## src/rtl/swd_host_ctrl.sv

```systemverilog
// SWD host engine: line-reset/JTAG-to-SWD switch and single DP/AP accesses on swclk/swdio.
// Optional build macro SWD_AUTO_RETRY_EN enables automatic header reissue on WAIT acks.
`timescale 1ns/1ps
module swd_host_ctrl #(
  parameter int CLK_DIV         = 4,
  parameter int WAIT_RETRY_MAX  = 16,
  parameter int LINE_RESET_BITS = 56
) (
  input  logic        clk_i,
  input  logic        rstn_i,
  input  logic        init_i,
  output logic        init_done_o,
  input  logic        req_valid_i,
  output logic        req_ready_o,
  input  logic        req_apndp_i,
  input  logic        req_rnw_i,
  input  logic [1:0]  req_addr_i,
  input  logic [31:0] req_wdata_i,
  output logic        rsp_valid_o,
  output logic [2:0]  rsp_ack_o,
  output logic [31:0] rsp_rdata_o,
  output logic        rsp_perr_o,
  output logic        rsp_timeout_o,
  output logic        swclk_o,
  output logic        swdio_o,
  output logic        swdio_oen_o,
  input  logic        swdio_i
);
  localparam int DW = $clog2(2*CLK_DIV);
  localparam logic [DW-1:0] DIV_HALF = DW'(CLK_DIV-1);
  localparam logic [DW-1:0] DIV_LAST = DW'(2*CLK_DIV-1);
  localparam logic [15:0]   LR_LAST  = 16'(LINE_RESET_BITS-1);
  localparam logic [15:0]   JTAG2SWD = 16'hE79E;
  localparam logic [2:0]    ACK_OK   = 3'b100;
  localparam logic [2:0]    ACK_WAIT = 3'b010;

  typedef enum logic [3:0] {
    IDLE, INIT_LR1, INIT_SEQ, INIT_LR2, INIT_IDLE,
    HDR, TRN1, ACK, RDATA, TRN2, WDATA, TAIL
  } state_e;

  state_e        state_q;
  logic [DW-1:0] div_q;
  logic [15:0]   bit_q;      // bits left in the current phase after this one
  logic [32:0]   tx_q;
  logic [32:0]   rx_q;
  logic [2:0]    ack_q;
  logic          apndp_q, rnw_q;
  logic [1:0]    addr_q;
  logic [31:0]   wdata_q;
  logic          swclk_q, swdio_q, oen_q, ready_q, init_done_q;
  logic          rsp_valid_q, rsp_perr_q, rsp_timeout_q, timeout_q;
  logic [2:0]    rsp_ack_q;
  logic [31:0]   rsp_rdata_q;
  logic          bit_end, retry_ok;
  logic [7:0]    hdr_req, hdr_cap;
  logic [2:0]    ack_now;

  assign bit_end = (div_q == DIV_LAST);
  assign ack_now = {ack_q[1:0], swdio_i};
  assign hdr_req = {1'b1, 1'b0, req_apndp_i ^ req_rnw_i ^ req_addr_i[0] ^ req_addr_i[1],
                    req_addr_i[1], req_addr_i[0], req_rnw_i, req_apndp_i, 1'b1};
  assign hdr_cap = {1'b1, 1'b0, apndp_q ^ rnw_q ^ addr_q[0] ^ addr_q[1],
                    addr_q[1], addr_q[0], rnw_q, apndp_q, 1'b1};

`ifdef SWD_AUTO_RETRY_EN
  logic [7:0] retry_q;
  assign retry_ok = (retry_q < 8'(WAIT_RETRY_MAX));
`else
  assign retry_ok = 1'b0;
`endif

  always_ff @(posedge clk_i or negedge rstn_i) begin
    if (!rstn_i) begin
      state_q <= IDLE;       div_q <= '0;         bit_q <= '0;
      tx_q <= '0;            rx_q <= '0;          ack_q <= '0;
      apndp_q <= 1'b0;       rnw_q <= 1'b0;       addr_q <= '0;      wdata_q <= '0;
      swclk_q <= 1'b0;       swdio_q <= 1'b0;     oen_q <= 1'b0;     ready_q <= 1'b0;
      init_done_q <= 1'b0;   rsp_valid_q <= 1'b0; rsp_perr_q <= 1'b0;
      rsp_timeout_q <= 1'b0; timeout_q <= 1'b0;   rsp_ack_q <= '0;   rsp_rdata_q <= '0;
`ifdef SWD_AUTO_RETRY_EN
      retry_q <= '0;
`endif
    end else begin
      init_done_q <= 1'b0;
      rsp_valid_q <= 1'b0;
      if (state_q == IDLE) begin
        div_q   <= '0;
        swclk_q <= 1'b0;
        if (init_i) begin
          ready_q <= 1'b0;
          state_q <= INIT_LR1;
          bit_q   <= LR_LAST;
          swdio_q <= 1'b1;
          oen_q   <= 1'b0;
        end else if (req_valid_i && ready_q) begin
          ready_q   <= 1'b0;
          apndp_q   <= req_apndp_i;
          rnw_q     <= req_rnw_i;
          addr_q    <= req_addr_i;
          wdata_q   <= req_wdata_i;
          timeout_q <= 1'b0;
          state_q   <= HDR;
          bit_q     <= 16'd7;
          swdio_q   <= 1'b1;
          oen_q     <= 1'b0;
          tx_q      <= {25'd0, hdr_req} >> 1;
`ifdef SWD_AUTO_RETRY_EN
          retry_q   <= '0;
`endif
        end else begin
          ready_q <= 1'b1;
        end
      end else if (!bit_end) begin
        div_q <= div_q + 1'b1;
        if (div_q == DIV_HALF) swclk_q <= 1'b1;
      end else begin
        // End of a bit slot: sample the target, then launch the next bit.
        div_q   <= '0;
        swclk_q <= 1'b0;
        if (state_q == ACK)   ack_q <= ack_now;
        if (state_q == RDATA) rx_q  <= {swdio_i, rx_q[32:1]};
        if (bit_q != '0) begin
          bit_q <= bit_q - 1'b1;
          case (state_q)
            INIT_LR1, INIT_LR2: swdio_q <= 1'b1;
            INIT_SEQ, HDR, WDATA: begin
              swdio_q <= tx_q[0];
              tx_q    <= {1'b0, tx_q[32:1]};
            end
            default: swdio_q <= 1'b0;
          endcase
        end else begin
          case (state_q)
            INIT_LR1: begin
              state_q <= INIT_SEQ; bit_q <= 16'd15;
              swdio_q <= JTAG2SWD[0];
              tx_q    <= {17'd0, JTAG2SWD} >> 1;
            end
            INIT_SEQ:  begin state_q <= INIT_LR2;  bit_q <= LR_LAST; swdio_q <= 1'b1; end
            INIT_LR2:  begin state_q <= INIT_IDLE; bit_q <= 16'd7;   swdio_q <= 1'b0; end
            INIT_IDLE: begin state_q <= IDLE; init_done_q <= 1'b1; end
            HDR:  begin state_q <= TRN1; bit_q <= '0;   oen_q <= 1'b1; swdio_q <= 1'b0; end
            TRN1: begin state_q <= ACK;  bit_q <= 16'd2; end
            ACK: begin
              if (ack_now == ACK_OK && rnw_q) begin
                state_q <= RDATA; bit_q <= 16'd32;
              end else begin
                state_q <= TRN2;  bit_q <= '0;
              end
            end
            RDATA: begin state_q <= TRN2; bit_q <= '0; end
            TRN2: begin
              if (ack_q == ACK_OK && !rnw_q) begin
                state_q <= WDATA; bit_q <= 16'd32; oen_q <= 1'b0;
                swdio_q <= wdata_q[0];
                tx_q    <= {^wdata_q, wdata_q} >> 1;
              end else if (ack_q == ACK_WAIT && retry_ok) begin
                state_q <= HDR; bit_q <= 16'd7; oen_q <= 1'b0; swdio_q <= 1'b1;
                tx_q    <= {25'd0, hdr_cap} >> 1;
`ifdef SWD_AUTO_RETRY_EN
                retry_q <= retry_q + 1'b1;
`endif
              end else begin
                state_q <= TAIL; bit_q <= 16'd1; oen_q <= 1'b0; swdio_q <= 1'b0;
`ifdef SWD_AUTO_RETRY_EN
                timeout_q <= (ack_q == ACK_WAIT);
`endif
              end
            end
            WDATA: begin state_q <= TAIL; bit_q <= 16'd1; swdio_q <= 1'b0; end
            TAIL: begin
              state_q       <= IDLE;
              rsp_valid_q   <= 1'b1;
              rsp_ack_q     <= ack_q;
              rsp_timeout_q <= timeout_q;
              if (ack_q == ACK_OK && rnw_q) begin
                rsp_rdata_q <= rx_q[31:0];
                rsp_perr_q  <= rx_q[32] ^ (^rx_q[31:0]);
              end else begin
                rsp_perr_q  <= 1'b0;
              end
            end
            default: state_q <= IDLE;
          endcase
        end
      end
    end
  end

  assign init_done_o   = init_done_q;
  assign req_ready_o   = ready_q;
  assign rsp_valid_o   = rsp_valid_q;
  assign rsp_ack_o     = rsp_ack_q;
  assign rsp_rdata_o   = rsp_rdata_q;
  assign rsp_perr_o    = rsp_perr_q;
  assign rsp_timeout_o = rsp_timeout_q;
  assign swclk_o       = swclk_q;
  assign swdio_o       = swdio_q;
  assign swdio_oen_o   = oen_q;
endmodule

```

## config.mk

```make
export PLATFORM = sky130hd
export DESIGN_NAME = swd_host_ctrl
export DESIGN_NICKNAME = d
export VERILOG_FILES = /design/src/rtl/swd_host_ctrl.sv
export SDC_FILE = /design/constraint.sdc
export NUM_CORES = 1
export LEC_CHECK = 0
export ABC_AREA = 1
export CAP_MARGIN = 20
export CORE_ASPECT_RATIO = 0.75
export CORE_UTILIZATION = 55
export CTS_BUF_LIST = sky130_fd_sc_hd__clkbuf_4 sky130_fd_sc_hd__clkbuf_8
export CTS_CLUSTER_DIAMETER = 100
export DETAILED_ROUTE_END_ITERATION = 8
export PLACE_DENSITY = 0.77
export SYNTH_ARGS = -nofsm -noshare
export SYNTH_HDL_FRONTEND = slang
export SYNTH_SLANG_ARGS = --single-unit
```

## constraint.sdc

```tcl
create_clock -name clk_i -period 5.25 [get_ports clk_i]
set_input_delay 0.525 -clock clk_i [delete_from_list [all_inputs] [get_ports clk_i]]
set_output_delay 0.525 -clock clk_i [all_outputs]
set_load 0.01 [all_outputs]
```

==> flow_summary.yaml, run 1 <==
yosys:
  ys_ff_latch: 166
  synth.most_common_cell: "nand2_1"
  synth_warnings: 0
  synthCells: 1076
  avgSynthCellArea_sq_um: 8.12
  synth_ff_type: "dfrtp_1"
  synthArstFlopShare_pct: 100
  synth_cell_types: 39
  yosysTopAreaCell: "dfrtp_1"
  netlist_top_cells_count: "387 x nand2_1, 166 x dfrtp_1, 89 x inv_1"
  synth_area_leaders: "dfrtp_1 48%, nand2_1 17%, nand3_1 4.1%, mux2_2 4.1%, o21ai_0 4.0%"
  synth_edf_count: 0
  netlist.area_leader.share_pct: 47.6
  ys_seq_area_share_pct: 47.6
  syn-num-nets: 1122
  syn_area_sq_um: 8730
sta:
  max_clock_freq_mhz: 322
  fin_ws_ns: 2.14
  report.final.slew_viol_count: 0
  rsz0062_at_grt: "no"
  worst_slew_pin_slew_ns: 0.948
  finClkSkew_ns: 0.0186
  post-route-min-period_ns: 3.11
  tns_ns: 0
  hold_viol: 0
  setup_violations: 0
  min_period_over_period_pct: 59.1
  slew_headroom_pct: 36.8
cts:
  clk_pin_slew_ns: 0.08
  post_cts_buffers: 0
  cts_hold_buffers: 1
  cts_tree: "built"
  postCtsResizedCells: 0
  clock-sinks: 166
  ctsHtreeMaxLevel: 4
  clock-root-buffer: "clkbuf_8"
  numCtsBuffers: 17
  clkLatencyLatePin_ns: 0.48
  clockBufferDepth: 2
floorplan:
  num_io_pins: 84
  coreArea_sq_um: 15400
  core.rowCount: 39
  dieArea_sq_um: 16400
  start_util_pct: 56.8
  chipHeight_microns: 111
  die_w_microns: 148
grt:
  grt_pass1_vias: 6576
  overflow: 0
  grt_antenna_before_repair: 0
  grt_max_degree: 75
  grt_util_all_layers_pct: 24.5
  grt_pass1_wl_mm: 31.8
drt:
  first_pass_iters: 7
  initialDrtViolationCount: 560
  post_drt_wl_per_cell_microns: 13.5
  detail-route-antenna-nets: 0
  drc: 0
  drt-total-wl_mm: 18.4
  num_vias: 7150
  viasPerCell: 5.23
layout:
  syn_to_final_growth_pct: 15.3
  fin_nets: 1196
  post-route-util_pct: 65.5
  antenna_cells: 0
  drive_gt1_share_pct: 11.3
power:
  internal-power_w: 0.00179
  seqPwrFrac_pct: 55.5
  p_clk_share_pct: 41.7
  ir_worst_vdd_mv: 0.156
  power_switching_w: 0.000516
  powerDensity_nw_per_um2: 229
  combPwrFrac_pct: 2.8
  switching_share_pct: 22.4
  p_leak_nw: 5.09
placement:
  place_congestion: 0.947
  dp_hpwl_mm: 12.9
  dpl_worst_slack_ns: 1.95
  port_buffers: 82
setup_path:
  cp_num_buf_inv: 4
  worstPathMaxFanout: 41
  crit_path_end_kind: "flip-flop"
  crit_path_max_incr_delay_ns: 0.62
  critPathTopFamily: "simple AND/OR/NAND/NOR gates"
  critPathKind: "flip-flop to flip-flop"
  worstSetupStartpointType: "flip-flop"
  cp_slowest_cell: "nor2_1"
  cp.arrival_ns: 3.51
  critPathRequiredTime_ns: 5.66
  path_cells: "inv_2 > nand2_4 > inv_2 > nand2_4 > nor2_4 > nand3_4 > o21ai_2 > nand3_2 > buf_4 > nor2_1 > buf_4 > nand2_1 > nand3_1"
run:
  max_cap_violations: 0
outcome:
  status: "completed"
hold_path:
  hp-class: "flip-flop to flip-flop"
-- power by group through the flow --
stage,Sequential [W],Combinational (W),Clock [W]
floorplan,0.00131,0.00000646,0
global placement,0.00130,0.0000655,0
detailed placement,0.00130,0.0000661,0
CTS,0.00128,0.0000670,0.000983
global route,0.00128,0.0000730,0.00104
finish,0.00128,0.0000646,0.000962
-- final timing paths --
check                      slack [ns]               to  startpoint  cells after the start
max in group asynchronous        3.44      wdata_q[31]      rstn_i                      3
setup reg to reg                 2.14         tx_q[28]  state_q[3]                     13
min in group asynchronous        0.50  rsp_rdata_o[26]      rstn_i                      2
hold reg to reg                  0.46         div_q[0]    div_q[0]                      1
hold / removal                   0.46         div_q[0]    div_q[0]                      1
setup / recovery                 2.14         tx_q[28]  state_q[3]                     13
-- kinds of logic (layout without fill, tap and decap cells) --
group / Yosys count / in the layout / synth area share (%)
other cells: 1 / 1 / 0.0429
fa+ha+maj: 5 / 5 / 0.716
simple gates: 564 / 564 / 27.2
buf+inv: 132 / 219 / 6.72
flops: 166 / 166 / 47.6
compound gates: 127 / 127 / 8.75
xor+xnor: 49 / 49 / 4.91
mux: 32 / 32 / 4.13
-- layout make-up --
type / count / area [sq um]
fill: 1287 / 5300
sequential: 166 / 4150
clock inverter: 9 / 115
multi-input combinational: 778 / 4000
clock buffer: 23 / 298
inverter: 97 / 367
tap: 205 / 256
timing repair buffer: 90 / 885
-- stage by stage --
step                      cells  power, W  instance area (sq um)  hold slack, ns
final                      1368   0.00231                  10100           0.459
after global routing       1368   0.00240                  10100           0.496
after floorplan            1076   0.00131                   8730           0.229
after detailed placement   1335   0.00137                   9650           0.442
after global placement     1335   0.00137                   9650           0.425
after CTS                  1368   0.00233                  10100           0.463
-- routing by layer --
layer | part of all wire, % | track usage, % | vias to the layer above | wire, microns
met4 | 1.2 | 6.67 | 0 | 212
met2 | 42 | 34.0 | 205 | 7780
met3 | 6.1 | 5.47 | 15 | 1130
li1 | - | - | 3559 | -
met5 | 0 | 0 | - | 0
met1 | 50 | 38.0 | 3371 | 9290
-- cells in the final DEF, fill, tap and decap left out, types with 5 or more instances in the layout --
master           count
xor2_1              27
inv_1               89
a21oi_1              9
xnor2_1             22
dfrtp_1            166
nand4_1              5
nor2_2               6
clkbuf_8            20
nor3_1              13
nand3_1             72
ha_1                 5
buf_4                7
inv_2                6
o21ai_1             12
o21ai_2             30
mux2_2              32
nor2_1              61
nand2_2              6
o21ai_0             70
nand2_1            386
clkdlybuf4s50_1     81
-- worst register-to-register path: stages (launching register included) --
cell	delay [ns]
dfrtp_1	0.42
inv_2	0.11
nand2_4	0.08
inv_2	0.08
nand2_4	0.11
nor2_4	0.17
nand3_4	0.41
o21ai_2	0.23
nand3_2	0.08
buf_4	0.26
nor2_1	0.62
buf_4	0.30
nand2_1	0.08
nand3_1	0.08
-- registers in the layout (all words and copies together) (netlist names) --
signal / flops
ack_q: 3
bit_q: 16
div_q: 3
init_done_o: 1
req_ready_o: 1
rnw_q: 1
rsp_ack_o: 3
rsp_perr_o: 1
rsp_rdata_o: 32
rsp_valid_o: 1
rx_q: 33
state_q: 4
swclk_o: 1
swdio_o: 1
swdio_oen_o: 1
tx_q: 32
wdata_q: 32
(Power assumes the default switching activity.)
==> run 2, diff against run 1 <==
Settings changed: CORE_UTILIZATION 55 to 54, PLACE_DENSITY 0.77 to 0.79.
Clock period 5.25 ns to 2.7 ns, I/O delays scaled along.
==> run 2 against run 1 <==
Net effect:
- sequential cell count stayed put
- via count is 1.4% higher
- global-route usage is 0.31 points higher
- cell count is 0.29% higher
- sequential share of layout area is 0.25 points lower
- die area is 1.8% higher
- clock power is 91% higher
- first-iteration DRC count is 8.6% higher
- clock skew hardly changed
- largest power group unchanged
- highest routed layer unchanged
==> flow_summary.yaml, run 2 (same netlist as run 1, synthesis figures left out) <==
grt:
  grt_pass1_vias: 6815
  grt_antenna_before_repair: 0
  grt_util_all_layers_pct: 24.8
  grt_pass1_wl_mm: 32.7
  overflow: 0
  grt_max_degree: 72
sta:
  setup_violations: 0
  hold_viol: 0
  fin_ws_ns: 0.353
  worst_slew_pin_slew_ns: 0.722
  min_period_over_period_pct: 86.9
  finClkSkew_ns: 0.0184
  slew_headroom_pct: 51.5
  rsz0062_at_grt: "no"
  max_clock_freq_mhz: 426
  tns_ns: 0
  post-route-min-period_ns: 2.35
  report.final.slew_viol_count: 0
setup_path:
  cp_num_buf_inv: 3
  cp_slowest_cell: "dfrtp_1"
  crit_path_max_incr_delay_ns: 0.40
  crit_path_end_kind: "flip-flop"
  worstPathMaxFanout: 34
  worstSetupStartpointType: "flip-flop"
  critPathRequiredTime_ns: 3.06
  critPathTopFamily: "simple AND/OR/NAND/NOR gates"
  critPathKind: "flip-flop to flip-flop"
  cp.arrival_ns: 2.70
  path_cells: "inv_1 > ha_1 > nand3_1 > nor4_4 > nand3_2 > inv_2 > nand2_2 > buf_12 > nand2_1 > o21ai_2"
layout:
  layout_commonest_cell: "nand2_1"
  antenna_cells: 0
  largest_register_ffs: 33
  regMostFlops: "rx_q"
  fin_nets: 1200
  post-route-util_pct: 65.3
  drive_gt1_share_pct: 11.6
  fillers: 1295
  syn_to_final_growth_pct: 16.0
  most-common-layout-cells: "386 x nand2_1, 166 x dfrtp_1, 89 x inv_1"
placement:
  place_congestion: 0.929
  dp_hpwl_mm: 13.7
  dpl_worst_slack_ns: 0.402
  port_buffers: 82
cts:
  numCtsBuffers: 17
  clock-sinks: 166
  post_cts_buffers: 0
  clock-root-buffer: "clkbuf_8"
  clockBufferDepth: 2
  cts_tree: "built"
  clkLatencyLatePin_ns: 0.47
  clk_pin_slew_ns: 0.08
  ctsHtreeMaxLevel: 4
power:
  combPwrFrac_pct: 3.0
  powerDensity_nw_per_um2: 440
  switching_share_pct: 21.6
  ir_worst_vdd_mv: 0.251
  p_leak_nw: 5.13
  p_clk_share_pct: 41.2
  internal-power_w: 0.00350
  seqPwrFrac_pct: 55.8
  power_switching_w: 0.000963
run:
  max_cap_violations: 0
drt:
  drc: 0
  drt-total-wl_mm: 19.1
  post_drt_wl_per_cell_microns: 13.9
  num_vias: 7252
  detail-route-antenna-nets: 0
  viasPerCell: 5.29
  initialDrtViolationCount: 608
  first_pass_iters: 5
floorplan:
  dieArea_sq_um: 16700
  die_w_microns: 149
  coreArea_sq_um: 15500
  chipHeight_microns: 112
  start_util_pct: 56.3
  num_io_pins: 84
  core.rowCount: 39
outcome:
  status: "completed"
hold_path:
  hp-class: "input pin to asynchronous set/reset pin"
## run 2: area by class of cell
class	instances	area [sq um]	share of cell area, %
well taps	205	256	2.53
flip-flops and latches	166	4150	41.0
repair buffers	94	952	9.39
inverters	97	367	3.62
multi-input cells	778	4000	39.5
clock buffers	24	312	3.07
clock inverters	8	96.3	0.950
## run 2: worst register-to-register path, delay by kind of cell (launching register included)
kind | cells | cell delay (ns)
fa+ha+maj | 1 | 0.22
compound gates | 1 | 0.05
flops | 1 | 0.40
simple gates | 5 | 1.04
buf+inv | 3 | 0.54
## run 2: path summary, 6_finish.rpt
| path | slack (ns) | endpoint | cells past startpoint | startpoint |
|---|---|---|---|---|
| worst min register to register | 0.44 | div_q[0] | 1 | div_q[0] |
| worst max register to register | 0.35 | rsp_rdata_o[4] | 10 | bit_q[0] |
| max in group asynchronous | 1.63 | rnw_q | 3 | rstn_i |
| worst min-delay path | 0.36 | rsp_rdata_o[30] | 2 | rstn_i |
| worst max-delay path | 0.35 | rsp_rdata_o[4] | 10 | bit_q[0] |
| min in group clk_i | 0.40 | wdata_q[24] | 2 | req_wdata_i[24] |
## run 2: power groups by stage
stage	Sequential, W	Combinational [W]	Clock [W]
finish	0.00249	0.000132	0.00184
global route	0.00249	0.000148	0.00199
CTS	0.00249	0.000136	0.00186
floorplan	0.00254	0.0000126	0
detailed placement	0.00254	0.000135	0
global placement	0.00254	0.000133	0
## run 2: layer usage
layer  routed length (microns)  track usage (%)
met5                         0                0
met4                       204             6.67
met3                      1240             5.41
met2                      8180             36.4
met1                      9480             37.0
## run 2: metrics by stage
stage,total power (W),hold WS (ns),cells,area [sq um]
floorplan,0.00255,-0.0256,1076,8730
global placement,0.00267,0.321,1339,9720
detailed placement,0.00267,0.323,1339,9720
CTS,0.00449,0.387,1372,10100
global route,0.00463,0.389,1372,10100
finish,0.00446,0.363,1372,10100
## run 2: repair_timing
action                                 in CTS  in global routing
hold buffers                                1                  0
resized for setup                           0                  0
endpoints found under the hold margin      69                  0
